File: src/rtl/uart_apb_master.sv
// uart_apb_master
// Bridges a serial host onto an APB bus. Received bytes are parsed into
// write (57 AH AL DH DL) or read (52 AH AL) frames; each frame runs one APB
// transfer and the reply ('K', 'K'+data, or 'E') is pushed into the TX FIFO.
//
// Ports:
//   clk, rst                 clock, asynchronous active-high reset
//   rx_valid, rx_byte        received byte strobe and data
//   tx_full                  TX FIFO full (push suppressed while high)
//   tx_transmit, tx_byte     TX FIFO push strobe and data
//   paddr, psel, penable,
//   pwrite, pwdata           APB master request
//   prdata, pready, pslverr  APB slave response
//   busy                     high whenever the FSM is not idle
//   rx_overrun               pulse: byte dropped while a transfer/reply runs
//   frame_timeout            pulse: partial frame abandoned after a gap
module uart_apb_master #(
    parameter int ADDR_WIDTH = 16,
    parameter int TIMEOUT    = 1000000
) (
    input  logic                  clk,
    input  logic                  rst,
    input  logic                  rx_valid,
    input  logic [7:0]            rx_byte,
    input  logic                  tx_full,
    output logic                  tx_transmit,
    output logic [7:0]            tx_byte,
    output logic [ADDR_WIDTH-1:0] paddr,
    output logic                  psel,
    output logic                  penable,
    output logic                  pwrite,
    output logic [15:0]           pwdata,
    input  logic [15:0]           prdata,
    input  logic                  pready,
    input  logic                  pslverr,
    output logic                  busy,
    output logic                  rx_overrun,
    output logic                  frame_timeout
);

    localparam int            CW      = $clog2(TIMEOUT);
    localparam logic [CW-1:0] CNT_MAX = CW'(TIMEOUT - 1);

    localparam logic [7:0] OP_W  = 8'h57;
    localparam logic [7:0] OP_R  = 8'h52;
    localparam logic [7:0] RSP_K = 8'h4B;
    localparam logic [7:0] RSP_E = 8'h45;

    typedef enum logic [2:0] {
        S_IDLE,
        S_ADDR_HI,
        S_ADDR_LO,
        S_DATA_HI,
        S_DATA_LO,
        S_SETUP,
        S_ACCESS,
        S_RESP
    } state_t;

    state_t        state_q;
    logic          wr_q;
    logic [15:0]   addr_q;
    logic [15:0]   wdata_q;
    logic [15:0]   rdata_q;
    logic          err_q;
    logic [1:0]    idx_q;
    logic [CW-1:0] cnt_q;
    logic          psel_q;
    logic          penable_q;
    logic          tx_transmit_q;
    logic [7:0]    tx_byte_q;
    logic          rx_overrun_q;
    logic          frame_timeout_q;

    logic [1:0]    resp_len_d;
    logic [7:0]    resp_byte_d;

    // Reply length and the byte at the current reply index.
    always_comb begin
        resp_len_d = (wr_q || err_q) ? 2'd1 : 2'd3;
        case (idx_q)
            2'd0:    resp_byte_d = err_q ? RSP_E : RSP_K;
            2'd1:    resp_byte_d = rdata_q[15:8];
            default: resp_byte_d = rdata_q[7:0];
        endcase
    end

    always_ff @(posedge clk or posedge rst) begin
        if (rst) begin
            state_q         <= S_IDLE;
            wr_q            <= 1'b0;
            addr_q          <= '0;
            wdata_q         <= '0;
            rdata_q         <= '0;
            err_q           <= 1'b0;
            idx_q           <= '0;
            cnt_q           <= '0;
            psel_q          <= 1'b0;
            penable_q       <= 1'b0;
            tx_transmit_q   <= 1'b0;
            tx_byte_q       <= '0;
            rx_overrun_q    <= 1'b0;
            frame_timeout_q <= 1'b0;
        end else begin
            tx_transmit_q   <= 1'b0;
            rx_overrun_q    <= 1'b0;
            frame_timeout_q <= 1'b0;

            case (state_q)
                S_IDLE: begin
                    cnt_q <= '0;
                    // Anything other than an opcode is line noise: drop it quietly.
                    if (rx_valid && (rx_byte == OP_W || rx_byte == OP_R)) begin
                        wr_q    <= (rx_byte == OP_W);
                        state_q <= S_ADDR_HI;
                    end
                end

                S_ADDR_HI, S_ADDR_LO, S_DATA_HI, S_DATA_LO: begin
                    // A byte arriving on the timeout edge still counts.
                    if (rx_valid) begin
                        cnt_q <= '0;
                        case (state_q)
                            S_ADDR_HI: begin
                                addr_q[15:8] <= rx_byte;
                                state_q      <= S_ADDR_LO;
                            end
                            S_ADDR_LO: begin
                                addr_q[7:0] <= rx_byte;
                                if (wr_q) begin
                                    state_q <= S_DATA_HI;
                                end else begin
                                    state_q <= S_SETUP;
                                    psel_q  <= 1'b1;
                                end
                            end
                            S_DATA_HI: begin
                                wdata_q[15:8] <= rx_byte;
                                state_q       <= S_DATA_LO;
                            end
                            default: begin
                                wdata_q[7:0] <= rx_byte;
                                state_q      <= S_SETUP;
                                psel_q       <= 1'b1;
                            end
                        endcase
                    end else if (cnt_q == CNT_MAX) begin
                        state_q         <= S_IDLE;
                        frame_timeout_q <= 1'b1;
                        cnt_q           <= '0;
                    end else begin
                        cnt_q <= cnt_q + 1'b1;
                    end
                end

                S_SETUP: begin
                    penable_q <= 1'b1;
                    state_q   <= S_ACCESS;
                end

                S_ACCESS: begin
                    if (pready) begin
                        psel_q    <= 1'b0;
                        penable_q <= 1'b0;
                        err_q     <= pslverr;
                        if (!wr_q) begin
                            rdata_q <= prdata;
                        end
                        // The first reply byte is launched on the completing
                        // edge so it appears in the very next cycle.
                        if (!tx_full) begin
                            tx_transmit_q <= 1'b1;
                            tx_byte_q     <= pslverr ? RSP_E : RSP_K;
                            idx_q         <= 2'd1;
                        end else begin
                            idx_q <= 2'd0;
                        end
                        state_q <= S_RESP;
                    end
                end

                S_RESP: begin
                    // Stay here while the last byte is on the bus so busy
                    // covers the whole reply.
                    if (idx_q == resp_len_d) begin
                        idx_q   <= '0;
                        state_q <= S_IDLE;
                    end else if (!tx_full) begin
                        tx_transmit_q <= 1'b1;
                        tx_byte_q     <= resp_byte_d;
                        idx_q         <= idx_q + 2'd1;
                    end
                end

                default: state_q <= S_IDLE;
            endcase

            if (rx_valid && (state_q == S_SETUP || state_q == S_ACCESS || state_q == S_RESP)) begin
                rx_overrun_q <= 1'b1;
            end
        end
    end

    assign tx_transmit   = tx_transmit_q;
    assign tx_byte       = tx_byte_q;
    assign paddr         = addr_q[ADDR_WIDTH-1:0];
    assign psel          = psel_q;
    assign penable       = penable_q;
    assign pwrite        = wr_q;
    assign pwdata        = wdata_q;
    assign busy          = (state_q != S_IDLE);
    assign rx_overrun    = rx_overrun_q;
    assign frame_timeout = frame_timeout_q;

endmodule

File: config.mk
export PLATFORM = sky130hd
export DESIGN_NAME = uart_apb_master
export DESIGN_NICKNAME = d
export VERILOG_FILES = /design/src/rtl/uart_apb_master.sv
export SDC_FILE = /design/constraint.sdc
export NUM_CORES = 1
export LEC_CHECK = 0
export ABC_CLOCK_PERIOD_IN_PS = 3500
export CORE_UTILIZATION = 52
export CTS_CLUSTER_SIZE = 14
export DETAILED_ROUTE_END_ITERATION = 6
export PLACE_DENSITY = 0.81
export SLEW_MARGIN = 10
export SYNTH_ARGS = -nofsm -noshare
export SYNTH_HDL_FRONTEND = slang
export SYNTH_SLANG_ARGS = --single-unit
File: constraint.sdc
create_clock -name clk -period 3.5 [get_ports clk]
set_clock_uncertainty 0.05 [all_clocks]
set_input_delay 0.525 -clock clk [delete_from_list [all_inputs] [get_ports clk]]
set_output_delay 0.525 -clock clk [all_outputs]
set_load 0.005 [all_outputs]
# Yosys cells after proc, flatten, opt, wreduce, memory -nomap -nowiden
# Index checks and enable logic that the tools add are counted.
# op_classes
add_sub_neg	2
eq_ne	23
muxes	39
bitwise_logic	2
n_reduce_logical	28
# op_table
op	count
$mux W20	2
$pmux W20 S2	1
$mux W8	4
$pmux W8 S2	2
$add A20 B1 Y20 const B	1
$eq A20 B20 Y1 const B	1
$mux W3	6
$reduce_and A3 Y1	6
$eq A8 B7 Y1 const B	2
$ne A2 B2 Y1 const B	8
$pmux W3 S5	1
$eq A3 B3 Y1 const B	4
$mux W1	11
$reduce_and A5 Y1	2
$ne A3 B3 Y1 const B	3
$pmux W3 S3	1
$mux W2	4
$mux W4	2
$pmux W1 S2	4
$reduce_bool A2 Y1	4
$eq A3 B2 Y1 const B	2
$reduce_and A2 Y1	3
$logic_or A1 B1 Y1	4
$pmux W2 S2	1
other kinds (13)	15
# totals
register_bits	88
input_bits	30
output_inout_bits	47
word_cells	110

# Logic depth before layout (Yosys ltp)
# depth
word_depth	5
depth_mapped	8
depth_no_buf	6

# Worst setup path after synthesis
# OpenSTA, ideal clock, no wires.
# synth_timing
path_kind	register -> register
start	register cnt_q[0]
end	register state_q[0]
setup_ns	0.125
arrival_ns	1.794
required_time_ns	3.325
path_slack_ns	1.532
stages_incl_launch_ff	8
path_buffers	1
synth_period_minus_slack_ns	1.968
cell_sequence	dfrtp_1 ha_1 and3_1 and2_1 buf_2 a31oi_4 a41o_2 mux2_2
# synth_via
elab_chain_cells	3
# synth_lines
element	line_no	text
start: declaration	67	logic [CW-1:0] cnt_q;
start signal: assignment	152	cnt_q <= cnt_q + 1'b1;
$eq A20 B20 Y1	147	end else if (cnt_q == CNT_MAX) begin
$ne A3 B3 Y1 (no source line)	n/a	
$reduce_and A4 Y1 (no source line)	n/a	
end signal: assignment	143	state_q <= S_SETUP;
end signal: assignment	148	state_q <= S_IDLE;
end signal: assignment	158	state_q <= S_ACCESS;
end: declaration	60	state_t state_q;
# No other way between the ends.
# A chain may end at the register's enable or synchronous reset.

# Final worst setup path
# layout_timing
start	register state_q[2]
end	output busy
# layout_via
elab_chain_cells	1
# layout_lines
element	line_no	text
start signal: assignment	90	state_q <= S_IDLE;
start signal: assignment	115	state_q <= S_ADDR_HI;
start signal: assignment	126	state_q <= S_ADDR_LO;
$reduce_bool A3 Y1	211	assign busy = (state_q != S_IDLE);
end: declaration	36	output logic busy,
# No other way between the ends.

==> results.toml <==
[sta]
fin_crit_sh_pct = 75.21
slew_viol_final = 0
rsz0062_at_grt = "no"
fin_ws_ns = 0.8678
hold_ws_ns = 0.4603
hold_viol_final = 0
fin_tns_setup_ns = 0
tightestPinTransition_ns = 0.7953
relSlewSlack_pct = 46.92
setup_violations = 0
fmax_ghz = 0.3799
post-route-min-period_ns = 2.632

[die]
initial_utilization_pct = 53.87
core_area_mm2 = 0.007727
dieHeight_um = 91.47
row_count = 32
ioPinCount = 77
dieArea_mm2 = 0.008367
die_w_um = 91.47

[setup_path]
r2r-end = "state_q[2]"
rrSetupSlack_ns = 1.00
crit_end = "busy"
cp.required_ns = 2.92
r2r_start = "state_q[0]"
cp-start-kind = "flop"
cp_max_fo = 19
setup.worst_path.start = "state_q[2]"
cp-end-kind = "output port"
worst_r2r_path_depth = 5
crit_type = "flop to output port"
crit_arrival_ns = 2.06

[cts]
hold_buffers = 0
cts_resized = 0
cts_sinks = 88
post_cts_buffers = 0
cts_tree = "yes"
cts.clk_slew.worst_paths_ns = 0.09
clkLatencyLatePin_ns = 0.36
clock_path_buffers = 2
htree_num_levels = 3
cts_root_buffer = "clkbuf_8"
cts_buffers = 9

[layout]
fin_nets = 461
seqCellArea_mm2 = 0.002202
fillers = 605
antenna_cells = 0
stdcell_count = 535
multi_input_area_mm2 = 0.001828
drive_gt1_share_pct = 21.71
layout-area-overhead-vs-synth_pct = 24.32

[job]
drv_cap = 0

[power_and_ir_drop]
powerDensity_mw_per_mm2 = 708.9
power_mw = 3.669
vdd_drop_max_v = 0.0004484
p_leak_nw = 2.201

[grt]
use_met2_pct = 34.90
antenna_found_initial = 0
grt_first_pass_wirelength_mm = 14.57
grtUsageMet1_pct = 29.19
grt_overflow = 0
grt_pass1_vias = 3016
met3_usage_pct = 7.538
grt_usage_pct = 22.65
grt_max_degree = 89
busiest_layer = "met2"

[yosys]
ys_seq_elements = 88
yosysMostFrequentCell = "dfrtp_1"
syn_area_per_cell_um2 = 11.76
synth_top_area_share_pct = 52.90
yosys-top-cells-count = "dfrtp_1 (88), mux2_2 (61), nand2_1 (23)"
synth_warnings = 0
synth_edf_count = 0
synth_cell_types = 52
syn_nets = 387
synthArstFlopShare_pct = 100.0
syn_inst = 354
synthFlopType = "dfrtp_1"
synth_top_area_cell = "dfrtp_1"
seq_area_frac_synth_pct = 52.90
synthTopCellsByArea = "dfrtp_1 (53%), mux2_2 (17%), o21ai_0 (2.6%)"
syn_area_mm2 = 0.004163

[routing]
drt_first_pass_iters = 5
drtAntennaViolNets = 0
initialDrtViolationCount = 231
post_drt_wl_per_cell_um = 16.45
viasPerCell = 5.692
vias = 3045
drc_errors = 0
wl_mm = 8.802

[status]
outcome = "finished, final reports clean"

[placed_design]
port_buffers = 76
pre_cts_slack_ns = 0.7240
hpwl_mm = 6.112
place_congestion = 0.8415
dp_cells = 519

[hold_path]
hold_path.class = "flop to flop"
metrics by stage:
step	utilization (%)	area, um2
after floorplan	-	4163
after global placement	64.65	4996
after detailed placement	64.65	4996
after CTS	66.97	5175
after global routing	66.97	5175
final	66.97	5175
worst max-delay path, stage by stage, from the launching register on:
cell,delay [ns]
dfrtp_1,0.60
nor3_1,0.50
inv_1,0.11
clkdlybuf4s50_1,0.49
power breakdown:
| group | internal, mW | switching, mW |
|---|---|---|
| Sequential | 1.35 | 0.250 |
| Combinational | 0.856 | 0.557 |
| Clock | 0.268 | 0.388 |
area by class of cell:
type | instances | area share, %
Inverter | 13 | 0.9671
Tap cell | 102 | 2.466
Sequential cell | 88 | 42.55
Clock inverter | 6 | 0.9913
Timing Repair Buffer | 78 | 15.23
Multi-Input combinational cell | 238 | 35.32
Clock buffer | 10 | 2.466
worst min-delay path by stage:
stage               depth (start not counted)  startpoint    endpoint
CTS                                         1  rdata_q[4]  rdata_q[4]
finish                                      1  tx_byte[2]  tx_byte[2]
global route                                1  rdata_q[4]  rdata_q[4]
detailed placement                          1  rdata_q[4]  rdata_q[4]
global placement                            1  rdata_q[4]  rdata_q[4]
floorplan                                   1   cnt_q[14]   cnt_q[14]
cell usage in the layout, fill, tap and decap left out, types with 8 or more instances in the layout:
master / count
a21oi_1: 18
a31oi_1: 9
clkbuf_8: 9
clkdlybuf4s50_1: 76
dfrtp_1: 88
inv_1: 12
mux2_2: 61
nand2_1: 23
nand3_1: 8
nor2_1: 12
nor3_1: 8
o21ai_0: 22
kinds of logic (layout without fill, tap and decap cells):
logic type	count (synthesis)	in the layout	synth area share, %
AOI/OAI and AO/OA	73	73	11.45
xor gates and xnor gates	4	4	0.8418
adders and majority gates	3	3	0.9018
buffers and inverters	28	107	3.186
DFF	88	88	52.90
muxes	64	64	17.22
and+or+nand+nor	94	94	13.50
routing by layer:
layer  up-vias  share of wire (%)
li1       1437                  -
met1      1501                 44
met2        98                 47
met3         9                7.8
met4         0                1.6
met5         -                  0
sequential cells by signal (all words and copies together), names as in the netlist:
signal	count
frame_timeout	1
psel	1
cnt_q	20
penable	1
paddr	16
pwrite	1
err_q	1
pwdata	16
rdata_q	16
tx_transmit	1
tx_byte	8
state_q	3
rx_overrun	1
idx_q	2
(Power assumes the default switching activity.)
